`src/rtl/truth_table_sweep_ctrl_if.sv`:
```
// Host/gate-side signal bundle for the truth-table sweep sequencer.
// The master side is the test host plus gate under test; the slave side is the sequencer.
interface truth_table_sweep_ctrl_if #(
  parameter int N_IN = 3
);
  localparam int TW = 1 << N_IN;

  logic            start;
  logic            abort;
  logic [N_IN-1:0] dut_in;
  logic            dut_out;
  logic            busy;
  logic            done;
  logic [TW-1:0]   table_out;
  logic            match;
  logic [N_IN:0]   mismatch_count;

  modport master (
    output start,
    output abort,
    output dut_out,
    input  dut_in,
    input  busy,
    input  done,
    input  table_out,
    input  match,
    input  mismatch_count
  );

  modport slave (
    input  start,
    input  abort,
    input  dut_out,
    output dut_in,
    output busy,
    output done,
    output table_out,
    output match,
    output mismatch_count
  );
endinterface

```
`src/rtl/truth_table_sweep_ctrl.sv`:
```
// Walks every input code of a combinational gate, samples its output and grades the table.
// Define TT_SWEEP_CONTINUOUS_EN to make sweeps repeat back to back until abort or reset.
module truth_table_sweep_ctrl #(
  parameter int                  N_IN          = 3,
  parameter int                  SETTLE_CYCLES = 4,
  parameter logic [(1<<N_IN)-1:0] EXPECTED     = 8'hB5
) (
  input  logic                    clk,
  input  logic                    reset,
  truth_table_sweep_ctrl_if.slave bus
);

  localparam int TW = 1 << N_IN;
  localparam int CW = (SETTLE_CYCLES > 1) ? $clog2(SETTLE_CYCLES) : 1;
  localparam logic [CW-1:0] CNT_LAST = CW'(SETTLE_CYCLES - 1);

  typedef enum logic [1:0] {
    IDLE   = 2'd0,
    SETTLE = 2'd1,
    SAMPLE = 2'd2,
    DONE   = 2'd3
  } state_t;

  state_t          state, stateNext;
  logic [N_IN-1:0] vec, vecNext;
  logic [CW-1:0]   cnt, cntNext;
  logic [N_IN-1:0] dutIn, dutInNext;
  logic [TW-1:0]   tableReg, tableNext;
  logic            matchReg, matchNext;
  logic [N_IN:0]   mcountReg, mcountNext;

  function automatic logic [N_IN:0] popCount(input logic [TW-1:0] v);
    logic [N_IN:0] sum;
    sum = '0;
    for (int i = 0; i < TW; i++) begin
      sum = sum + {{N_IN{1'b0}}, v[i]};
    end
    return sum;
  endfunction

  always_ff @(posedge clk) begin
    if (reset) begin
      state     <= IDLE;
      vec       <= '0;
      cnt       <= '0;
      dutIn     <= '0;
      tableReg  <= '0;
      matchReg  <= 1'b0;
      mcountReg <= '0;
    end else begin
      state     <= stateNext;
      vec       <= vecNext;
      cnt       <= cntNext;
      dutIn     <= dutInNext;
      tableReg  <= tableNext;
      matchReg  <= matchNext;
      mcountReg <= mcountNext;
    end
  end

  // Grading happens on the SAMPLE edge of the last row so match/mismatch_count appear alongside done.
  always_comb begin
    stateNext  = state;
    vecNext    = vec;
    cntNext    = cnt;
    dutInNext  = dutIn;
    tableNext  = tableReg;
    matchNext  = matchReg;
    mcountNext = mcountReg;
    unique case (state)
      IDLE: begin
        if (bus.start) begin
          stateNext = SETTLE;
          vecNext   = '0;
          cntNext   = '0;
          dutInNext = '0;
          tableNext = '0;
        end
      end
      SETTLE: begin
        if (bus.abort) begin
          stateNext = IDLE;
          vecNext   = '0;
          cntNext   = '0;
          dutInNext = '0;
        end else if (cnt == CNT_LAST) begin
          stateNext = SAMPLE;
        end else begin
          cntNext = cnt + CW'(1);
        end
      end
      SAMPLE: begin
        if (bus.abort) begin
          stateNext = IDLE;
          vecNext   = '0;
          cntNext   = '0;
          dutInNext = '0;
        end else begin
          tableNext[vec] = bus.dut_out;
          if (&vec) begin
            stateNext  = DONE;
            matchNext  = (tableNext == EXPECTED);
            mcountNext = popCount(tableNext ^ EXPECTED);
          end else begin
            stateNext = SETTLE;
            vecNext   = vec + N_IN'(1);
            dutInNext = vec + N_IN'(1);
            cntNext   = '0;
          end
        end
      end
      DONE: begin
`ifdef TT_SWEEP_CONTINUOUS_EN
        if (bus.abort) begin
          stateNext = IDLE;
          vecNext   = '0;
          cntNext   = '0;
          dutInNext = '0;
        end else begin
          stateNext = SETTLE;
          vecNext   = '0;
          cntNext   = '0;
          dutInNext = '0;
          tableNext = '0;
        end
`else
        stateNext = IDLE;
`endif
      end
      default: stateNext = IDLE;
    endcase
  end

  assign bus.dut_in         = dutIn;
  assign bus.done           = (state == DONE);
  assign bus.table_out      = tableReg;
  assign bus.match          = matchReg;
  assign bus.mismatch_count = mcountReg;
`ifdef TT_SWEEP_CONTINUOUS_EN
  assign bus.busy = (state == SETTLE) || (state == SAMPLE) || (state == DONE);
`else
  assign bus.busy = (state == SETTLE) || (state == SAMPLE);
`endif

endmodule

```
`src/flat_wrapper.sv`:
```
// flat-port wrapper written by rule: the top's interface ports become plain ports
module truth_table_sweep_ctrl_flat 
#(
  parameter int                  N_IN          = 3,
  parameter int                  SETTLE_CYCLES = 4,
  parameter logic [(1<<N_IN)-1:0] EXPECTED     = 8'hB5
)
  (clk, reset, bus_start, bus_abort, bus_dut_out, bus_dut_in, bus_busy, bus_done, bus_table_out, bus_match, bus_mismatch_count);
  truth_table_sweep_ctrl_if #(.N_IN(N_IN)) bus_i ();
  input  logic clk;
  input  logic reset;
  input wire logic [$bits(bus_i.start)-1:0] bus_start;
  input wire logic [$bits(bus_i.abort)-1:0] bus_abort;
  input wire logic [$bits(bus_i.dut_out)-1:0] bus_dut_out;
  output wire logic [$bits(bus_i.dut_in)-1:0] bus_dut_in;
  output wire logic [$bits(bus_i.busy)-1:0] bus_busy;
  output wire logic [$bits(bus_i.done)-1:0] bus_done;
  output wire logic [$bits(bus_i.table_out)-1:0] bus_table_out;
  output wire logic [$bits(bus_i.match)-1:0] bus_match;
  output wire logic [$bits(bus_i.mismatch_count)-1:0] bus_mismatch_count;
  assign bus_i.start = bus_start;
  assign bus_i.abort = bus_abort;
  assign bus_i.dut_out = bus_dut_out;
  assign bus_dut_in = bus_i.dut_in;
  assign bus_busy = bus_i.busy;
  assign bus_done = bus_i.done;
  assign bus_table_out = bus_i.table_out;
  assign bus_match = bus_i.match;
  assign bus_mismatch_count = bus_i.mismatch_count;
  truth_table_sweep_ctrl #(.N_IN(N_IN), .SETTLE_CYCLES(SETTLE_CYCLES), .EXPECTED(EXPECTED)) u_core (.clk(clk), .reset(reset), .bus(bus_i));
endmodule
```
`config.mk`:
```
export PLATFORM = sky130hd
export DESIGN_NAME = truth_table_sweep_ctrl_flat
export DESIGN_NICKNAME = d
export VERILOG_FILES = /design/src/rtl/truth_table_sweep_ctrl_if.sv /design/src/rtl/truth_table_sweep_ctrl.sv /design/src/flat_wrapper.sv
export SDC_FILE = /design/constraint.sdc
export NUM_CORES = 1
export LEC_CHECK = 0
export CORE_UTILIZATION = 50
export DETAILED_ROUTE_END_ITERATION = 6
export GPL_TIMING_DRIVEN = 0
export PLACE_DENSITY = 0.8
export RECOVER_POWER = 100
export REMOVE_ABC_BUFFERS = 1
export SLEW_MARGIN = 15
export SYNTH_ARGS = -nofsm -noshare
export SYNTH_HDL_FRONTEND = slang
export SYNTH_SLANG_ARGS = --single-unit
```
`constraint.sdc`:
```
create_clock -name clk -period 6.6 [get_ports clk]
set_clock_uncertainty 0.2 [all_clocks]
set_input_delay 1.32 -clock clk [delete_from_list [all_inputs] [get_ports clk]]
set_output_delay 1.32 -clock clk [all_outputs]
set_load 0.01 [all_outputs]
```
-- Yosys cells after proc, flatten, opt, wreduce, memory -nomap -nowiden
Index checks and enable logic that the tools add are counted.
- logic and storage cells: 64
- register bits: 20
- eq/ne operators: 11
- reduce and logical (&&, ||, !) cells: 11
- $lt $le $gt $ge: 2
- add/sub/neg operators: 9
- multiplexer cells: 23
- bitwise operators: 2
- operators by type and width (kind ; count):
    4-bit by 1-bit adder with 4-bit output ; 6
    2-bit 2-to-1 mux ; 10
    8-bit 2-to-1 mux ; 2
    8-bit one-hot mux with 2 select lines ; 1
    3-bit 2-to-1 mux ; 4
    3-bit one-hot mux with 3 select lines ; 1
    8-bit bitwise mux ; 1
    8-bit equality test (second input constant) ; 1
    2-bit one-hot mux with 4 select lines ; 1
    4-bit AND reduction ; 2
    2-bit equality test (second input constant) ; 3
    2-bit inequality test (second input constant) ; 3
    3-bit inequality test (second input constant) ; 2
    2-bit one-hot mux with 3 select lines ; 1
    3-bit AND reduction ; 2
    5-bit inverter ; 1
    5-bit AND reduction ; 1
    3-bit by 4-bit < comparator with 1-bit output (second input constant) ; 1
    3-bit by 1-bit adder with 3-bit output (second input constant) ; 1
    1-bit demux with 3-bit select ; 1
    3-bit by 1-bit greater-or-equal comparator with 1-bit output (second input constant) ; 1
    3-bit by 2-bit inequality test with 1-bit output (second input constant) ; 1
    3-bit nonzero test ; 1
    1-bit by 1-bit adder with 2-bit output ; 1
    9 further kinds ; 9

-- Depth between registers and ports, before layout
Gate-level depths: netlist (run 1).
- depth in word-level cells: 13
- mapped depth: 14
- depth with buffers taken out: 13

-- Worst setup path after synthesis (run 1)
No wires, ideal clock.
- path type: input port to flip-flop
- start point: in bus_dut_out
- end point: reg u_core.mcountReg[2], in the netlist u_core.bus.mismatch_count[2]
- library setup time: 0.070 ns
- stages on the path: 12
- data arrival time: 4.139 ns
- required time: 6.330 ns
- slack: 2.190 ns
- cell sequence: clkbuf_1 mux2i_1 inv_1 ha_1 inv_1 fa_1 fa_1 fa_1 fa_1 xnor2_1 nand2_1 a21oi_1
- cells in the longest elaborated chain, start to end: 9
- RTL lines (what ; RTL line ; source):
    start: declaration ; flat_wrapper.sv:14 ; input wire logic [$bits(bus_i.dut_out)-1:0] bus_dut_out;
    8-bit bitwise mux (*) ; truth_table_sweep_ctrl.sv:99 ; tableNext[vec] = bus.dut_out;
    5-bit inverter (no line) ; n/a ;
    1-bit by 1-bit adder with 2-bit output ; truth_table_sweep_ctrl.sv:36 ; sum = sum + {{N_IN{1'b0}}, v[i]};
    4-bit by 1-bit adder with 4-bit output (5 in series) ; truth_table_sweep_ctrl.sv:36 ;
    4-bit by 1-bit adder with 4-bit output (*) ; truth_table_sweep_ctrl.sv:36 ;
    end signal: assignment ; truth_table_sweep_ctrl.sv:57 ; mcountReg <= mcountNext;
    end: declaration ; truth_table_sweep_ctrl.sv:30 ; logic [N_IN:0] mcountReg, mcountNext;
Mark *: on every way between the ends. The rest lies on a longest branch, timed or not.
A chain may end at the register's enable or synchronous reset.

-- Worst setup path after layout (run 1)
Ends and elaborated chain as after synthesis.

==> reports/qor.yml, run 1 <==
ys_warn_count: 0
maxCapViolations: 0
crit_required_ns: 6.63
netlist_area_um2: 1280
insertion_delay_ns: 0.30
rows: 17
async_reset_ff_frac: 0
grt_max_degree: 22
rsz0062_at_grt: "no"
cts_resized: 0
dp_hpwl_um: 2120
via_per_inst: 5.78
regToRegSetupSlack_ns: 2.52
fp.dieH_um: 52.6
p_per_area_nw_per_um2: 166
cts_tree: "built"
num_io_pins: 23
outcome: "finished clean"
worst_slew_pin_slew_ns: 1.03
wirelength_um: 2840
hold_viol: 0
path_class: "in2reg"
crit_path_start_kind: "primary input"
slew_viol_final: 0
cp_num_buf_inv: 3
max-vdd-ir-drop_uv: 202
h-tree-depth: 1
synth_top_area_frac: 0.313
postCtsSetupBuffers: 0
synth_top_flop_cell: "dfxtp_1"
cp_common_cell: "fa_1"
fin_tns_setup_ns: 0
core_area_um2: 2320
power.leakage_nw: 0.691
gp_congestion: 0.828
setup_viol: 0
fin_crit_ns: 4.81
fmax_mhz: 208
syn_inst: 153
track_usage: 0.234
syn_to_final_growth_pct: 20.8
yosysTopAreaCell: "dfxtp_1"
synth-seq-cells: 20
initial_utilization: 0.552
slowest_delay_ns: 0.69
slew-limit-headroom: 0.305
fill_cells: 203
holdWs_ns: 0.257
dieArea_um2: 2770
cp_top_family: "adder cells"
clockBufferDepth: 2
ys_top_cells_by_area: "dfxtp_1, ha_1, fa_1, nor2_1, a21oi_1"
drt_first_pass_iters: 4
port_buffers: 22
crit_path_end_kind: "flop"
cts_hold_buf: 0
numClockSinks: 20
power_w: 0.000256
slowest_stage: "dlygate4sd3_1"
grt_pass1_vias: 1067
yosysSeqAreaShare: 0.313
wire_per_inst_um: 14.3
drcViolationCount: 0
cp.arrival_ns: 4.84
clockRootBuffer: "clkbuf_4"
vias: 1151
drive_above_1_share: 0.0234
cts_buffers: 3
drt.antenna.violating_nets: 0
dp.cells: 195
synth_edf_count: 0
drt-initial-drc-count: 24
fp.dieW_um: 52.6
diodes: 0
final_cell_count_no_fill: 199
nets: 193
finalCritPeriodShare: 0.729
synth_cell_types: 31
hp-class: "reg2reg"
clk_pin_slew_ns: 0.11
overflow: 0
grt_pass1_wl_um: 4680
path_cells: "dlygate4sd3_1, mux2i_1, inv_1, ha_1, inv_1, fa_1, fa_1, fa_1, fa_1, xnor2_1, nand2_1, a21oi_1"
grt_antenna_before_repair: 0
avgSynthCellArea_um2: 8.37
cp_max_fo: 11
==> metal layers <==
metal,vias to the layer above,share of wire,track usage
li1,564,-,-
met1,548,0.42,0.281
met2,37,0.52,0.414
met3,2,0.051,0.0551
met4,0,0.0042,0.0570
met5,-,0,0
==> cells in the final DEF (no fill, tap or decap), types with 6 or more instances in the layout <==
master / synthesis / layout
ha_1: 12 / 12
dfxtp_1: 20 / 20
inv_1: 12 / 12
mux2i_1: 7 / 7
nor2_1: 20 / 20
nand2_1: 9 / 9
dlygate4sd3_1: 0 / 20
nand3b_1: 6 / 6
a21oi_1: 14 / 14
o21ai_0: 6 / 7
==> cells in the mapped netlist, types with 6 or more instances <==
cell	number
mux2i_1	7
nand3b_1	6
o21ai_0	6
ha_1	12
dfxtp_1	20
nand2_1	9
inv_1	12
a21oi_1	14
nor2_1	20
==> metrics by stage <==
stage	area [um^2]	setup slack (ns)	util
3_3_place_gp	1490	1.60	0.644
2_1_floorplan	1240	2.39	-
3_5_place_dp	1490	1.53	0.644
6_report	1550	1.79	0.667
5_1_grt	1550	1.59	0.667
4_1_cts	1550	1.85	0.667
==> kinds of logic (layout without fill, tap and decap cells) <==
group,Yosys count,in the layout,synth area share
compound gates,33,33,0.158
xor+xnor,1,1,0.00684
buf+inv,20,38,0.0674
flops,20,20,0.313
mux,7,7,0.0547
simple gates,56,56,0.220
fa+ha+maj,16,16,0.180
==> final timing paths <==
check / startpoint / end / depth (start not counted)
worst max register to register: u_core.vec[0]$_SDFFE_PP0P_ / u_core.bus.mismatch_count[2]$_SDFFE_PP0P_ / 12
worst min-delay path: u_core.bus.mismatch_count[2]$_SDFFE_PP0P_ / u_core.bus.mismatch_count[2]$_SDFFE_PP0P_ / 2
worst max-delay path: bus_dut_out / u_core.bus.mismatch_count[2]$_SDFFE_PP0P_ / 12
worst min register to register: u_core.bus.mismatch_count[2]$_SDFFE_PP0P_ / u_core.bus.mismatch_count[2]$_SDFFE_PP0P_ / 2
==> layout make-up <==
type / instances / area [um^2] / share of cell area
repair buffers: 22 / 220 / 0.142
multi-input cells: 113 / 793 / 0.513
well taps: 28 / 35.0 / 0.0227
clock inverters: 1 / 30.0 / 0.0194
clock buffers: 3 / 22.5 / 0.0146
inverters: 12 / 45.0 / 0.0291
flip-flops and latches: 20 / 400 / 0.259
==> registers in the layout, indices dropped and copies added (netlist names) <==
register                   count
u_core.vec                     3
u_core.state                   2
u_core.bus.mismatch_count      4
u_core.cnt                     2
u_core.bus.match               1
u_core.bus.table_out           8
==> worst min-delay path: stages (launching register included) <==
cell,delay [ns]
dfxtp_1,0.32
nand2_1,0.05
a21oi_1,0.05
==> where the power goes <==
part	leakage [nW]	switching, W	internal, W
Sequential	0.161	0.00000159	0.000122
Clock	0.0279	0.0000379	0.0000614
Combinational	0.502	0.0000212	0.0000120
No activity file was read; power rests on OpenSTA's default activity.
==> inputs of run 2 (changes only) <==
Settings changed: CORE_UTILIZATION 50 to 47, PLACE_DENSITY 0.8 to 0.78.
Clock period 6.6 ns to 4.4 ns, I/O delays scaled along.
==> run 2 against run 1 <==
Against the previous run:
- sequential share of layout area increased by 0.36 points
- routed wire length decreased by 2.3%
- setup slack got worse by 1.5 ns
- final area decreased by 1.4%
- die area increased by 6.1%
- critical path type is now reg2reg
- critical endpoint unchanged
- largest power group unchanged
==> reports/qor.yml, run 2 (same netlist as run 1, synthesis figures left out) <==
fin_crit_ns: 4.11
crit_path_start_kind: "flop"  # was primary input
hold_viol: 0  # unchanged
path_class: "reg2reg"  # was in2reg
cp.arrival_ns: 4.12  # was 4.84 ns
dp.cells: 197  # was 195
power.leakage_nw: 0.687  # was 0.691 nW
outcome: "finished clean"  # unchanged
drt_first_pass_iters: 4  # unchanged
layout_common_cells: "nor2_1, dfxtp_1, dlygate4sd3_1"  # was nor2_1, dlygate4sd3_1, dfxtp_1
drcViolationCount: 0  # unchanged
via_per_inst: 5.60  # was 5.78
h-tree-depth: 1  # unchanged
clockRootBuffer: "clkbuf_4"  # unchanged
wirelength_um: 2780  # was 2840 um
drt.antenna.violating_nets: 0  # unchanged
gp_congestion: 0.860  # was 0.828
drive_above_1_share: 0.0235  # was 0.0234
overflow: 0  # unchanged
slew-limit-headroom: 0.366  # was 0.305
grt_max_degree: 22  # unchanged
wl_met1_um: 1270  # was 1200 um
drt-initial-drc-count: 14  # was 24
finalCritPeriodShare: 0.935
crit_path_end_kind: "flop"  # unchanged
max-vdd-ir-drop_uv: 152  # was 202 uV
cts_buffers: 3  # unchanged
cp_max_fo: 15  # was 11
grt_pass1_vias: 1003  # was 1067
p_per_area_nw_per_um2: 210  # was 166 nW/um^2
dp_hpwl_um: 2050  # was 2120 um
grt_antenna_before_repair: 0  # unchanged
syn_to_final_growth_pct: 19.2  # was 20.8%
setup_viol: 0  # unchanged
fmax_mhz: 243
final_util: 0.605  # was 0.667
slew_viol_final: 0  # unchanged
rows: 18  # was 17
port_buffers: 22  # unchanged
wl_met3_um: 208  # was 146 um
track_usage: 0.212  # was 0.234
met2_wirelength_um: 1290  # was 1490 um
diodes: 0  # unchanged
largest_reg_flops: 8  # unchanged
wire_per_inst_um: 13.9  # was 14.3 um
nets: 193  # unchanged
top_layer: "met4"  # unchanged
vias: 1119  # was 1151
fp.dieW_um: 54.2  # was 52.6 um
insertion_delay_ns: 0.29  # was 0.30 ns
initial_utilization: 0.507  # was 0.552
fill_cells: 238  # was 203
rsz0062_at_grt: "no"  # unchanged
crit_required_ns: 4.41  # was 6.63 ns
worst_slew_pin_slew_ns: 0.942  # was 1.03 ns
clockBufferDepth: 2  # unchanged
numClockSinks: 20  # unchanged
maxCapViolations: 0  # unchanged
cts_tree: "built"  # unchanged
final_cell_count_no_fill: 200  # was 199
core_area_um2: 2520  # was 2320 um^2
num_io_pins: 23  # unchanged
dieArea_um2: 2940  # was 2770 um^2
grt_pass1_wl_um: 4520  # was 4680 um
hp-class: "reg2reg"  # unchanged
clk_pin_slew_ns: 0.11  # about the same
fp.dieH_um: 54.2  # was 52.6 um
## run 2: cell count changes in the layout (fill, tap and decap cells not counted)
| cell | previous run | this run |
|---|---|---|
| mux2i_1 | 7 | 6 |
| dlymetal6s2s_1 | 0 | 1 |
| dlygate4sd3_1 | 20 | 19 |
| bufinv_16 | 1 | 0 |
| mux2i_2 | 0 | 1 |
## run 2: path summary, 6_finish.rpt
path	start	to	slack [ns]	cells after the start
setup / recovery	u_core.vec[0]$_SDFFE_PP0P_	u_core.bus.mismatch_count[2]$_SDFFE_PP0P_	0.29	12
hold / removal	u_core.bus.mismatch_count[2]$_SDFFE_PP0P_	u_core.bus.mismatch_count[2]$_SDFFE_PP0P_	0.26	2
setup reg to reg	u_core.vec[0]$_SDFFE_PP0P_	u_core.bus.mismatch_count[2]$_SDFFE_PP0P_	0.29	12
hold reg to reg	u_core.bus.mismatch_count[2]$_SDFFE_PP0P_	u_core.bus.mismatch_count[2]$_SDFFE_PP0P_	0.26	2
## run 2: routing by layer
layer / up-vias / global-route usage
met5: - / 0
met4: 0 / 0.0470
met3: 2 / 0.0424
met2: 34 / 0.323
met1: 514 / 0.305
li1: 569 / -
## run 2: area by class of cell
type / count / area, um^2 / share of cell area
clock buffers: 3 / 22.5 / 0.0148
multi-input cells: 113 / 797 / 0.523
inverters: 12 / 45.0 / 0.0295
well taps: 30 / 37.5 / 0.0246
flip-flops and latches: 20 / 400 / 0.263
repair buffers: 22 / 223 / 0.146
## run 2: what timing repair did
item                                    4_1_cts  5_1_grt
cloned                                        0        0
resized for setup                             1        1
setup buffers                                 0        0
hold buffers                                  0        0
endpoints found under the setup margin        1        2
## run 2: metrics by stage
| stage | TNS, ns | hold WS (ns) | cell area (um^2) | setup slack (ns) | total power (W) |
|---|---|---|---|---|---|
| 6_report | 0 | 0.264 | 1530 | 0.288 | 0.000321 |
| 5_1_grt | 0 | 0.292 | 1530 | 0.0504 | 0.000339 |
| 4_1_cts | 0 | 0.271 | 1520 | 0.0194 | 0.000324 |
| 3_5_place_dp | -0.542 | 0.255 | 1500 | -0.331 | 0.000240 |
| 3_3_place_gp | -0.365 | 0.238 | 1500 | -0.251 | 0.000237 |
| 2_1_floorplan | 0 | 0.270 | 1240 | 0.619 | 0.000220 |
## run 2: power breakdown
group          internal (W)   total, W  switching, W
clock network     0.0000318  0.0000854     0.0000536
logic             0.0000182  0.0000493     0.0000311
registers          0.000183   0.000186    0.00000247
total              0.000233   0.000321     0.0000871
## run 2: critical path, cell delays in order, from the launching register on
cell and delay, ns:
dfxtp_1 0.61, nor3b_1 0.33, mux2i_2 0.33, inv_1 0.07
ha_1 0.29, inv_1 0.08, fa_1 0.44, fa_1 0.47
fa_1 0.45, fa_1 0.40, xnor2_1 0.16, nand2_1 0.07
a21oi_1 0.14
